$ cat config.mk
export PLATFORM = sky130hd
export DESIGN_NAME = cordic_selftest_ctrl_flat
export DESIGN_NICKNAME = d
export VERILOG_FILES = /design/src/rtl/cordic_selftest_ctrl_if.sv /design/src/rtl/cordic_selftest_ctrl.sv /design/src/flat_wrapper.sv
export SDC_FILE = /design/constraint.sdc
export NUM_CORES = 1
export LEC_CHECK = 0
export ABC_AREA = 1
export ABC_CLOCK_PERIOD_IN_PS = 3200
export CAP_MARGIN = 5
export CORE_MARGIN = 2
export CORE_UTILIZATION = 51
export DETAILED_ROUTE_END_ITERATION = 12
export PLACE_DENSITY = 0.82
export SYNTH_ARGS = -nofsm -noshare
export SYNTH_HDL_FRONTEND = slang
export SYNTH_SLANG_ARGS = --single-unit
$ cat constraint.sdc
create_clock -name clk -period 3.2 [get_ports clk]
set_clock_uncertainty 0.15 [all_clocks]
set_input_delay 0.64 -clock clk [delete_from_list [all_inputs] [get_ports clk]]
set_output_delay 0.64 -clock clk [all_outputs]
set_load 0.01 [all_outputs]
$ cat src/rtl/cordic_selftest_ctrl_if.sv
// Bus between the self-test controller and the CORDIC core plus its stimulus/golden ROMs.
interface cordic_selftest_ctrl_if #(
    parameter int unsigned OUT_BITS  = 16,
    parameter int unsigned ADDR_BITS = 4
);
    logic                        din_valid;
    logic        [ADDR_BITS-1:0] stim_addr;
    logic                        rfd;
    logic                        dout_valid;
    logic signed [OUT_BITS-1:0]  dut_x;
    logic signed [OUT_BITS-1:0]  dut_y;
    logic signed [OUT_BITS-1:0]  dut_a;
    logic        [ADDR_BITS-1:0] gold_addr;
    logic signed [OUT_BITS-1:0]  gold1;
    logic signed [OUT_BITS-1:0]  gold2;

    // Controller side
    modport master (
        output din_valid, stim_addr, gold_addr,
        input  rfd, dout_valid, dut_x, dut_y, dut_a, gold1, gold2
    );

    // CORDIC core / ROM side
    modport slave (
        input  din_valid, stim_addr, gold_addr,
        output rfd, dout_valid, dut_x, dut_y, dut_a, gold1, gold2
    );
endinterface

$ cat src/rtl/cordic_selftest_ctrl.sv
// On-chip self-test sequencer/checker for CORECORDIC: paces stimulus issue, compares each
// result against golden words within a tolerance and reports pass/fail, timeout and overrun.
module cordic_selftest_ctrl #(
    parameter int unsigned OUT_BITS  = 16,
    parameter int unsigned NUM_VECT  = 16,
    parameter int unsigned ADDR_BITS = 4,
    parameter int unsigned TOL       = 0,
    parameter int unsigned TIMEOUT   = 1024,
    parameter int unsigned ERR_BITS  = 8
) (
    input  logic                   clk,
    input  logic                   nGrst,
    input  logic                   i_rst,
    input  logic                   i_start,
    input  logic [2:0]             i_pace_mode,
    input  logic                   i_cmp_mode,
    cordic_selftest_ctrl_if.master m_bus,
    output logic                   o_busy,
    output logic                   o_done,
    output logic                   o_fail,
    output logic [ERR_BITS-1:0]    o_err_count,
    output logic [ADDR_BITS-1:0]   o_first_err,
    output logic                   o_timeout_flag,
    output logic                   o_overrun_flag
);

    localparam int unsigned TW = $clog2(TIMEOUT);
    localparam logic [ADDR_BITS:0]       LP_NUM      = (ADDR_BITS+1)'(NUM_VECT);
    localparam logic [ADDR_BITS:0]       LP_LAST     = (ADDR_BITS+1)'(NUM_VECT - 1);
    localparam logic [TW-1:0]            LP_TMO_LAST = TW'(TIMEOUT - 1);
    localparam logic signed [OUT_BITS:0] LP_TOL      = (OUT_BITS+1)'(TOL);

    typedef enum logic [2:0] {StIdle, StRun, StDrain, StCheck, StDone} state_e;

    state_e                r_state, w_state_nxt;
    logic [ADDR_BITS:0]    r_issue;   // stimuli issued this run
    logic [ADDR_BITS:0]    r_rcv;     // results accepted this run
    logic [2:0]            r_phase;
    logic [2:0]            r_pace;
    logic                  r_cmp;
    logic [TW-1:0]         r_tmo;
    logic [ERR_BITS-1:0]   r_err_count;
    logic [ADDR_BITS-1:0]  r_first_err;
    logic                  r_fail, r_timeout, r_overrun;

    logic                  w_pace_on, w_din_valid, w_run_drain, w_start, w_all_rcv;
    logic                  w_accept, w_overrun, w_tmo_hit, w_mismatch;
    logic signed [OUT_BITS-1:0] w_field2;
    logic signed [OUT_BITS:0]   w_diff1, w_diff2;

    assign w_run_drain = (r_state == StRun) || (r_state == StDrain);
    assign w_start     = i_start && ((r_state == StIdle) || (r_state == StDone));
    assign w_all_rcv   = (r_rcv == LP_NUM);
    assign w_accept    = m_bus.dout_valid && w_run_drain && !w_all_rcv;
    // Results beyond NUM_VECT are flagged, never compared; a start in DONE takes priority.
    assign w_overrun   = m_bus.dout_valid && !w_start && (r_state != StIdle) && w_all_rcv;
    assign w_tmo_hit   = w_run_drain && !w_accept && !w_all_rcv && (r_tmo == LP_TMO_LAST);

    // Pacing gate from the latched mode and free-running phase counter
    always_comb begin
        w_pace_on = 1'b1;
        case (r_pace)
            3'd1:    w_pace_on = ~r_phase[0];
            3'd2:    w_pace_on = ~r_phase[1];
            3'd3:    w_pace_on = ~r_phase[2];
            3'd4:    w_pace_on = m_bus.rfd;
            default: w_pace_on = 1'b1;
        endcase
    end

    // Tolerance compare of both fields, widened one bit so the difference cannot overflow
    always_comb begin
        w_field2   = r_cmp ? m_bus.dut_a : m_bus.dut_y;
        w_diff1    = {m_bus.dut_x[OUT_BITS-1], m_bus.dut_x} - {m_bus.gold1[OUT_BITS-1], m_bus.gold1};
        w_diff2    = {w_field2[OUT_BITS-1], w_field2} - {m_bus.gold2[OUT_BITS-1], m_bus.gold2};
        w_mismatch = !((w_diff1 >= -LP_TOL) && (w_diff1 <= LP_TOL) &&
                       (w_diff2 >= -LP_TOL) && (w_diff2 <= LP_TOL));
    end

    // State register
    always_ff @(posedge clk or negedge nGrst) begin
        if (!nGrst)     r_state <= StIdle;
        else if (i_rst) r_state <= StIdle;
        else            r_state <= w_state_nxt;
    end

    // Next-state and stimulus issue; a timeout suppresses din_valid in the same clk
    always_comb begin
        w_state_nxt = r_state;
        w_din_valid = 1'b0;
        unique case (r_state)
            StIdle:  if (w_start) w_state_nxt = StRun;
            StRun: begin
                w_din_valid = w_pace_on && !w_tmo_hit;
                if (w_tmo_hit)                              w_state_nxt = StDone;
                else if (w_din_valid && (r_issue == LP_LAST)) w_state_nxt = StDrain;
            end
            StDrain: begin
                if (w_all_rcv)      w_state_nxt = StCheck;
                else if (w_tmo_hit) w_state_nxt = StDone;
            end
            StCheck: w_state_nxt = StDone;
            StDone:  if (w_start) w_state_nxt = StRun;
            default: w_state_nxt = StIdle;
        endcase
    end

    // Run counters, registered compare results and status flags
    always_ff @(posedge clk or negedge nGrst) begin
        if (!nGrst) begin
            r_issue <= '0; r_rcv <= '0; r_phase <= '0; r_pace <= '0; r_cmp <= 1'b0;
            r_tmo <= '0; r_err_count <= '0; r_first_err <= '0;
            r_fail <= 1'b0; r_timeout <= 1'b0; r_overrun <= 1'b0;
        end else if (i_rst) begin
            r_issue <= '0; r_rcv <= '0; r_phase <= '0; r_pace <= '0; r_cmp <= 1'b0;
            r_tmo <= '0; r_err_count <= '0; r_first_err <= '0;
            r_fail <= 1'b0; r_timeout <= 1'b0; r_overrun <= 1'b0;
        end else if (w_start) begin
            r_issue <= '0; r_rcv <= '0; r_phase <= '0; r_pace <= i_pace_mode; r_cmp <= i_cmp_mode;
            r_tmo <= '0; r_err_count <= '0; r_first_err <= '0;
            r_fail <= 1'b0; r_timeout <= 1'b0; r_overrun <= 1'b0;
        end else begin
            if (w_din_valid)        r_issue <= r_issue + 1'b1;
            if (r_state == StRun)   r_phase <= r_phase + 3'd1;
            if (w_accept) begin
                r_rcv <= r_rcv + 1'b1;
                r_tmo <= '0;
                if (w_mismatch) begin
                    r_fail <= 1'b1;
                    if (r_err_count != '1) r_err_count <= r_err_count + 1'b1;
                    // err_count saturates above zero, so zero means no mismatch yet
                    if (r_err_count == '0) r_first_err <= r_rcv[ADDR_BITS-1:0];
                end
            end else if (w_run_drain) begin
                r_tmo <= r_tmo + 1'b1;
            end
            if (w_tmo_hit) begin
                r_timeout <= 1'b1;
                r_fail    <= 1'b1;
            end
            if (w_overrun) begin
                r_overrun <= 1'b1;
                r_fail    <= 1'b1;
            end
        end
    end

    assign m_bus.din_valid = w_din_valid;
    assign m_bus.stim_addr = r_issue[ADDR_BITS-1:0];
    assign m_bus.gold_addr = r_rcv[ADDR_BITS-1:0];
    assign o_busy          = (r_state == StRun) || (r_state == StDrain) || (r_state == StCheck);
    assign o_done          = (r_state == StDone);
    assign o_fail          = r_fail;
    assign o_err_count     = r_err_count;
    assign o_first_err     = r_first_err;
    assign o_timeout_flag  = r_timeout;
    assign o_overrun_flag  = r_overrun;

endmodule

$ cat src/flat_wrapper.sv
// flat-port wrapper written by rule: the top's interface ports become plain ports
module cordic_selftest_ctrl_flat 
#(
    parameter int unsigned OUT_BITS  = 16,
    parameter int unsigned NUM_VECT  = 16,
    parameter int unsigned ADDR_BITS = 4,
    parameter int unsigned TOL       = 0,
    parameter int unsigned TIMEOUT   = 1024,
    parameter int unsigned ERR_BITS  = 8
)
  (clk, nGrst, i_rst, i_start, i_pace_mode, i_cmp_mode, o_busy, o_done, o_fail, o_err_count, o_first_err, o_timeout_flag, o_overrun_flag, m_bus_din_valid, m_bus_stim_addr, m_bus_gold_addr, m_bus_rfd, m_bus_dout_valid, m_bus_dut_x, m_bus_dut_y, m_bus_dut_a, m_bus_gold1, m_bus_gold2);
  cordic_selftest_ctrl_if #(.OUT_BITS(OUT_BITS), .ADDR_BITS(ADDR_BITS)) m_bus_i ();
  input  logic clk;
  input  logic nGrst;
  input  logic i_rst;
  input  logic i_start;
  input  logic [2:0] i_pace_mode;
  input  logic i_cmp_mode;
  output logic o_busy;
  output logic o_done;
  output logic o_fail;
  output logic [ERR_BITS-1:0] o_err_count;
  output logic [ADDR_BITS-1:0] o_first_err;
  output logic o_timeout_flag;
  output logic o_overrun_flag;
  output wire logic [$bits(m_bus_i.din_valid)-1:0] m_bus_din_valid;
  output wire logic [$bits(m_bus_i.stim_addr)-1:0] m_bus_stim_addr;
  output wire logic [$bits(m_bus_i.gold_addr)-1:0] m_bus_gold_addr;
  input wire logic [$bits(m_bus_i.rfd)-1:0] m_bus_rfd;
  input wire logic [$bits(m_bus_i.dout_valid)-1:0] m_bus_dout_valid;
  input wire logic [$bits(m_bus_i.dut_x)-1:0] m_bus_dut_x;
  input wire logic [$bits(m_bus_i.dut_y)-1:0] m_bus_dut_y;
  input wire logic [$bits(m_bus_i.dut_a)-1:0] m_bus_dut_a;
  input wire logic [$bits(m_bus_i.gold1)-1:0] m_bus_gold1;
  input wire logic [$bits(m_bus_i.gold2)-1:0] m_bus_gold2;
  assign m_bus_din_valid = m_bus_i.din_valid;
  assign m_bus_stim_addr = m_bus_i.stim_addr;
  assign m_bus_gold_addr = m_bus_i.gold_addr;
  assign m_bus_i.rfd = m_bus_rfd;
  assign m_bus_i.dout_valid = m_bus_dout_valid;
  assign m_bus_i.dut_x = m_bus_dut_x;
  assign m_bus_i.dut_y = m_bus_dut_y;
  assign m_bus_i.dut_a = m_bus_dut_a;
  assign m_bus_i.gold1 = m_bus_gold1;
  assign m_bus_i.gold2 = m_bus_gold2;
  cordic_selftest_ctrl #(.OUT_BITS(OUT_BITS), .NUM_VECT(NUM_VECT), .ADDR_BITS(ADDR_BITS), .TOL(TOL), .TIMEOUT(TIMEOUT), .ERR_BITS(ERR_BITS)) u_core (.clk(clk), .nGrst(nGrst), .i_rst(i_rst), .i_start(i_start), .i_pace_mode(i_pace_mode), .i_cmp_mode(i_cmp_mode), .m_bus(m_bus_i), .o_busy(o_busy), .o_done(o_done), .o_fail(o_fail), .o_err_count(o_err_count), .o_first_err(o_first_err), .o_timeout_flag(o_timeout_flag), .o_overrun_flag(o_overrun_flag));
endmodule
# Word level (Yosys, flattened, before mapping)
# Cells that the tools add are included.
# word_totals
register_bits,45
input_bits,90
out_inout_bits,26
word_cells,131
# classes
n_addsub,7
magnitude_cmp,4
eq_ne,17
n_mux,49
bitwise,3
reduce_logical,39
# op_table
op,n
$mux W10,4
$mux W8,5
$ge A17 B1 Y1 const B,2
$le A17 B1 Y1 const B,2
$sub A16 B16 Y17,2
$mux W3,11
$mux W5,6
$reduce_bool A3 Y1,8
$mux W4,5
$mux W16,1
$mux W1,15
$logic_and A1 B1 Y1,14
$eq A3 B2 Y1 const B,4
$pmux W3 S4,1
$add A10 B1 Y10 const B,1
$add A5 B1 Y5 const B,2
$eq A10 B10 Y1 const B,1
$reduce_and A3 Y1,3
$add A8 B1 Y8 const B,1
$logic_not A8 Y1,1
$ne A8 B8 Y1 const B,1
$eq A3 B1 Y1 const B,2
$eq A3 B3 Y1 const B,2
$eq A5 B4 Y1 const B,1
other kinds (17),24

# Depth between registers and ports, before layout
# logic_depth
ltp_word,15
depth_mapped,24
ltp_nobuf,23

# Worst setup path before layout
# No wires, ideal clock.
# synth_timing
kind,register -> register
from,register u_core.r_cmp
to,register u_core.r_err_count[0] (netlist: u_core.o_err_count[0])
setup_ns,0.119
t_arrival_ns,2.554
required_ns,2.931
path_slack_ns,0.377
path_stages_with_launch,21
n_path_buf,2
period_less_slack_ns,2.823
path_cell_list,dfrtp_1 clkbuf_1 inv_1 or2_2 o21ai_0 inv_1 ha_1 nand3_1 nand2_1 nand2_1 nand2_1 nand3_1 nand3_1 nand2_1 nor2_1 nand2_1 nor2_1 nand2_2 buf_6 nand4_1 nand2_1
# synth_via
elab_chain_len,7
elab_cells_between_ends,8
classes_between,1 x add/sub; 2 x order compare; 1 x eq/ne; 1 x mux; 3 x reduce/logical
# synth_lines
item,line,source
from (decl),cordic_selftest_ctrl.sv:40,logic r_cmp;
from (signal assigned),cordic_selftest_ctrl.sv:111,r_issue <= '0; r_rcv <= '0; r_phase <= '0; r_pace <= '0; r_cmp <= 1'b0;
from (signal assigned),cordic_selftest_ctrl.sv:115,r_issue <= '0; r_rcv <= '0; r_phase <= '0; r_pace <= '0; r_cmp <= 1'b0;
from (signal assigned),cordic_selftest_ctrl.sv:119,r_issue <= '0; r_rcv <= '0; r_phase <= '0; r_pace <= i_pace_mode; r_cmp <= i_cmp_mode;
$mux W16 *,cordic_selftest_ctrl.sv:73,w_field2 = r_cmp ? m_bus.dut_a : m_bus.dut_y;
$sub A16 B16 Y17 *,cordic_selftest_ctrl.sv:75,"w_diff2 = {w_field2[OUT_BITS-1], w_field2} - {m_bus.gold2[OUT_BITS-1], m_bus.gold2};"
$ge A17 B1 Y1,cordic_selftest_ctrl.sv:77,(w_diff2 >= -LP_TOL) && (w_diff2 <= LP_TOL));
$logic_and A1 B1 Y1,cordic_selftest_ctrl.sv:76,w_mismatch = !((w_diff1 >= -LP_TOL) && (w_diff1 <= LP_TOL) &&
$logic_and A1 B1 Y1 *,cordic_selftest_ctrl.sv:77,
$ne A3 B2 Y1 (no line) *,n/a,
$reduce_and A3 Y1 (no line) *,n/a,
to (signal assigned),cordic_selftest_ctrl.sv:130,if (r_err_count != '1) r_err_count <= r_err_count + 1'b1;
to (decl),cordic_selftest_ctrl.sv:42,logic [ERR_BITS-1:0] r_err_count;
# Every way passes the cells marked *; elsewhere a longest branch is shown, timed or not.
# A chain may end at the register's enable or synchronous reset.

# Worst setup path after layout
# layout_timing
from,register u_core.r_rcv[0]
to,output port m_bus_din_valid
# layout_via
elab_chain_len,10
# layout_lines
item,line,source
from (decl),cordic_selftest_ctrl.sv:37,logic [ADDR_BITS:0] r_rcv;
from (signal assigned),cordic_selftest_ctrl.sv:126,r_rcv <= r_rcv + 1'b1;
$eq A5 B5 Y1 *,cordic_selftest_ctrl.sv:53,assign w_all_rcv = (r_rcv == LP_NUM);
$logic_not A1 Y1 *,"cordic_selftest_ctrl.sv:54, cordic_selftest_ctrl.sv:57",
$logic_and A1 B1 Y1,cordic_selftest_ctrl.sv:54,assign w_accept = m_bus.dout_valid && w_run_drain && !w_all_rcv;
$logic_not A1 Y1,cordic_selftest_ctrl.sv:57,assign w_tmo_hit = w_run_drain && !w_accept && !w_all_rcv && (r_tmo == LP_TMO_LAST);
$logic_and A1 B1 Y1,cordic_selftest_ctrl.sv:57,
$logic_and A1 B1 Y1 * (2 in series),cordic_selftest_ctrl.sv:57,
$logic_not A1 Y1 *,cordic_selftest_ctrl.sv:94,w_din_valid = w_pace_on && !w_tmo_hit;
$logic_and A1 B1 Y1 *,cordic_selftest_ctrl.sv:94,
$mux W1 *,cordic_selftest_ctrl.sv:91,unique case (r_state)
to (decl),flat_wrapper.sv:26,output wire logic [$bits(m_bus_i.din_valid)-1:0] m_bus_din_valid;
# Marks and branches as above.

==> results.cfg <==
[floorplan]
placeableCoreArea_um2 = 9196
num_rows = 35
die_y_um = 101.0
io_pins = 116
start_util = 0.5218
die_area_um2 = 10200
fp.dieW_um = 101.0

[setup_path]
start_kind = register
cp-end-kind = output port
worst-setup-path-type = reg2out
crit_fanout = 4
crit_required_ns = 2.41
arrival_ns = 2.28

[cells_and_area]
synthToLayoutAreaGrowth_pct = 36.40
drive_gt1_frac = 0.1054
nets = 1071
diodes = 0
utilization = 0.7117

[sta]
finalHoldViolations = 0
hold_ws_ns = 0.3346
maxClockFrequency_ghz = 0.3258
slew_headroom = 0.3329
setup-tns-final_ns = 0
setup_viol = 0
post-route-period-util = 0.9591
finalCriticalPeriod_ns = 3.069
final_max_slew_viol_count = 0
worst_slew_pin_slew_ns = 1.001
rsz0062_at_grt = no

[status]
status = finished clean

[routing]
post_drt_wl_per_cell_um = 12.80
drt_iter0_markers = 290
first_pass_iters = 5
vias = 5514
drt_wl_total_um = 13440
drtAntennaViolNets = 0
drc = 0
via_per_inst = 5.251

[cts]
cts.reportedPaths.clkPinSlew_ns = 0.09
cts_sinks = 45
worstSkewPairLatency_ns = 0.30
clk_path_buf_depth = 2
cts-htree-levels = 2
tritoncts = yes
cts-buffers-inserted = 5
cts_hold_buf = 0
clockRootBuffer = clkbuf_8

[place]
io_buffers = 115
place.gp.congestion = 0.9118
dp_hpwl_um = 10560

[global_routing]
grt_pass1_vias = 5130
grt_usage = 0.2589
grt_pass1_wl_um = 21870
grt.overflow.total = 0
antenna_found_initial = 0
grt_max_degree = 46

[synthesis]
synth-seq-cells = 45
syn_avg_cell_area_um2 = 6.059
ys_seq_area_frac = 0.2347
synth_top_area_cell = dfrtp_1
synth_top_cell_area_share = 0.2347
synth.most_common_cell = nand2_1
async_flop_share = 1.000
syn-cell-area_um2 = 4798
synth_commonest_cells = nand2_1 (261), inv_1 (138), nor2_1 (66), nand3_1 (62), a21oi_1 (47)
synth_edf_count = 0
ys_warn_count = 0
synthesis.instances = 792
ys.flop_type = dfrtp_1
netlist_top_cells_area = dfrtp_1 (23%), nand2_1 (20%), inv_1 (11%)
synth.distinct_cells = 44
syn-num-nets = 925

[min_path]
hold_path_class = reg2reg

[pwr]
swShare = 0.4551
peakVddDrop_v = 0.0003278
p_leak_nw = 3.469
clkPwrFrac = 0.126
pwr-share-comb = 0.611
p_seq_frac = 0.264
power_density_nw_per_um2 = 423.9
switching_power_mw = 1.263
p_int_mw = 1.512

[run]
max-cap-violations = 0
cells in the final DEF (no fill, tap or decap), drive strengths merged, types with 2 or more instances in the layout:
| cell | instances |
|---|---|
| nand2 | 264 |
| inv | 146 |
| clkdlybuf4s50 | 106 |
| nor2 | 68 |
| nand3 | 65 |
| a21oi | 48 |
| dfrtp | 45 |
| buf | 41 |
| ha | 41 |
| o21ai | 30 |
| nor3 | 17 |
| nand4 | 16 |
| clkbuf | 6 |
| dlygate4sd2 | 5 |
| xnor2 | 3 |
| xor2 | 3 |
| nor3b | 3 |
| and3 | 3 |
| o31ai | 3 |
| dlymetal6s2s | 3 |
| nor4 | 3 |
| and2 | 2 |
| nand3b | 2 |
| clkinv | 2 |
| or2 | 2 |
| fa | 2 |
power groups by stage:
stage	registers [mW]	clock network, mW	logic (mW)
after floorplan	0.723	0	1.02
after global placement	0.731	0	1.56
after detailed placement	0.738	0	1.60
after CTS	0.729	0.348	1.64
after global routing	0.743	0.379	1.89
final	0.732	0.349	1.69
per-layer routing:
layer | global-route usage | routed length (um) | vias up
met3 | 0.03814 | 734 | 33
met1 | 0.3460 | 6086 | 2499
met4 | 0.08108 | 368 | 0
li1 | - | - | 2791
met2 | 0.4323 | 6252 | 191
met5 | 0 | 0 | -
critical path, stage by stage (launching register included):
cell and delay [ns]:
dfrtp_1 0.42, inv_1 0.14, ha_1 0.16, nand4_1 0.22, inv_2 0.15, nor4_4 0.06, nor2_1 0.13, nand2_1 0.08
inv_1 0.08, clkdlybuf4s50_1 0.54
sequential cells by signal, indices dropped and copies added (netlist names), 3 cells and up:
| register | flops |
|---|---|
| u_core.o_err_count | 8 |
| u_core.r_rcv | 5 |
| u_core.o_first_err | 4 |
| u_core.r_pace | 3 |
| u_core.r_phase | 3 |
| u_core.r_issue | 5 |
| u_core.r_tmo | 10 |
| u_core.r_state | 3 |
through the flow:
step	cell area [um^2]	total power, mW	worst slack (ns)	std cells
3_3_place_gp	6243	2.290	-0.3413	1036
6_report	6545	2.775	0.1307	1050
3_5_place_dp	6243	2.339	-0.4486	1036
2_1_floorplan	4798	1.746	0.3774	792
4_1_cts	6419	2.715	0.004421	1047
5_1_grt	6545	3.015	0.008185	1050
worst paths after layout:
kind | cells after the start | end | start | slack (ns)
min in group asynchronous | 1 | u_core.o_first_err[0]$_DFFE_PN0P_ | nGrst | 0.35
min | 2 | u_core.o_first_err[3]$_DFFE_PN0P_ | u_core.o_first_err[3]$_DFFE_PN0P_ | 0.33
min reg2reg | 2 | u_core.o_first_err[3]$_DFFE_PN0P_ | u_core.o_first_err[3]$_DFFE_PN0P_ | 0.33
max | 9 | m_bus_din_valid | u_core.r_rcv[0]$_DFFE_PN0P_ | 0.13
max in group asynchronous | 1 | u_core.r_cmp$_DFFE_PN0N_ | nGrst | 1.86
max reg2reg | 19 | u_core.o_fail$_DFFE_PN0P_ | u_core.r_cmp$_DFFE_PN0N_ | 0.23
logic make-up after synthesis:
group | synth area share
AO/OA/AOI/OAI | 0.1030
XOR/XNOR | 0.01095
adder cells (fa/ha/maj) | 0.1153
buffers and inverters | 0.1361
flip-flops | 0.2347
multiplexers | 0.002086
AND/OR/NAND/NOR | 0.3979
cell type report:
cell class / count / area, um^2
clock buffer: 6 / 72.57
fill: 760 / 2651
inverter: 146 / 550.5
sequential: 45 / 1127
timing repair buffer: 155 / 1451
clock inverter: 2 / 10.01
tap: 111 / 138.9
multi-input combinational: 585 / 3194
what timing repair did:
action | CTS | global route
pin swaps | 17 | 17
setup endpoints to repair | 13 | 14
setup buffers | 2 | 3
gates cloned | 1 | 0
gates resized for setup | 24 | 24
No activity file was read; power rests on OpenSTA's default activity.
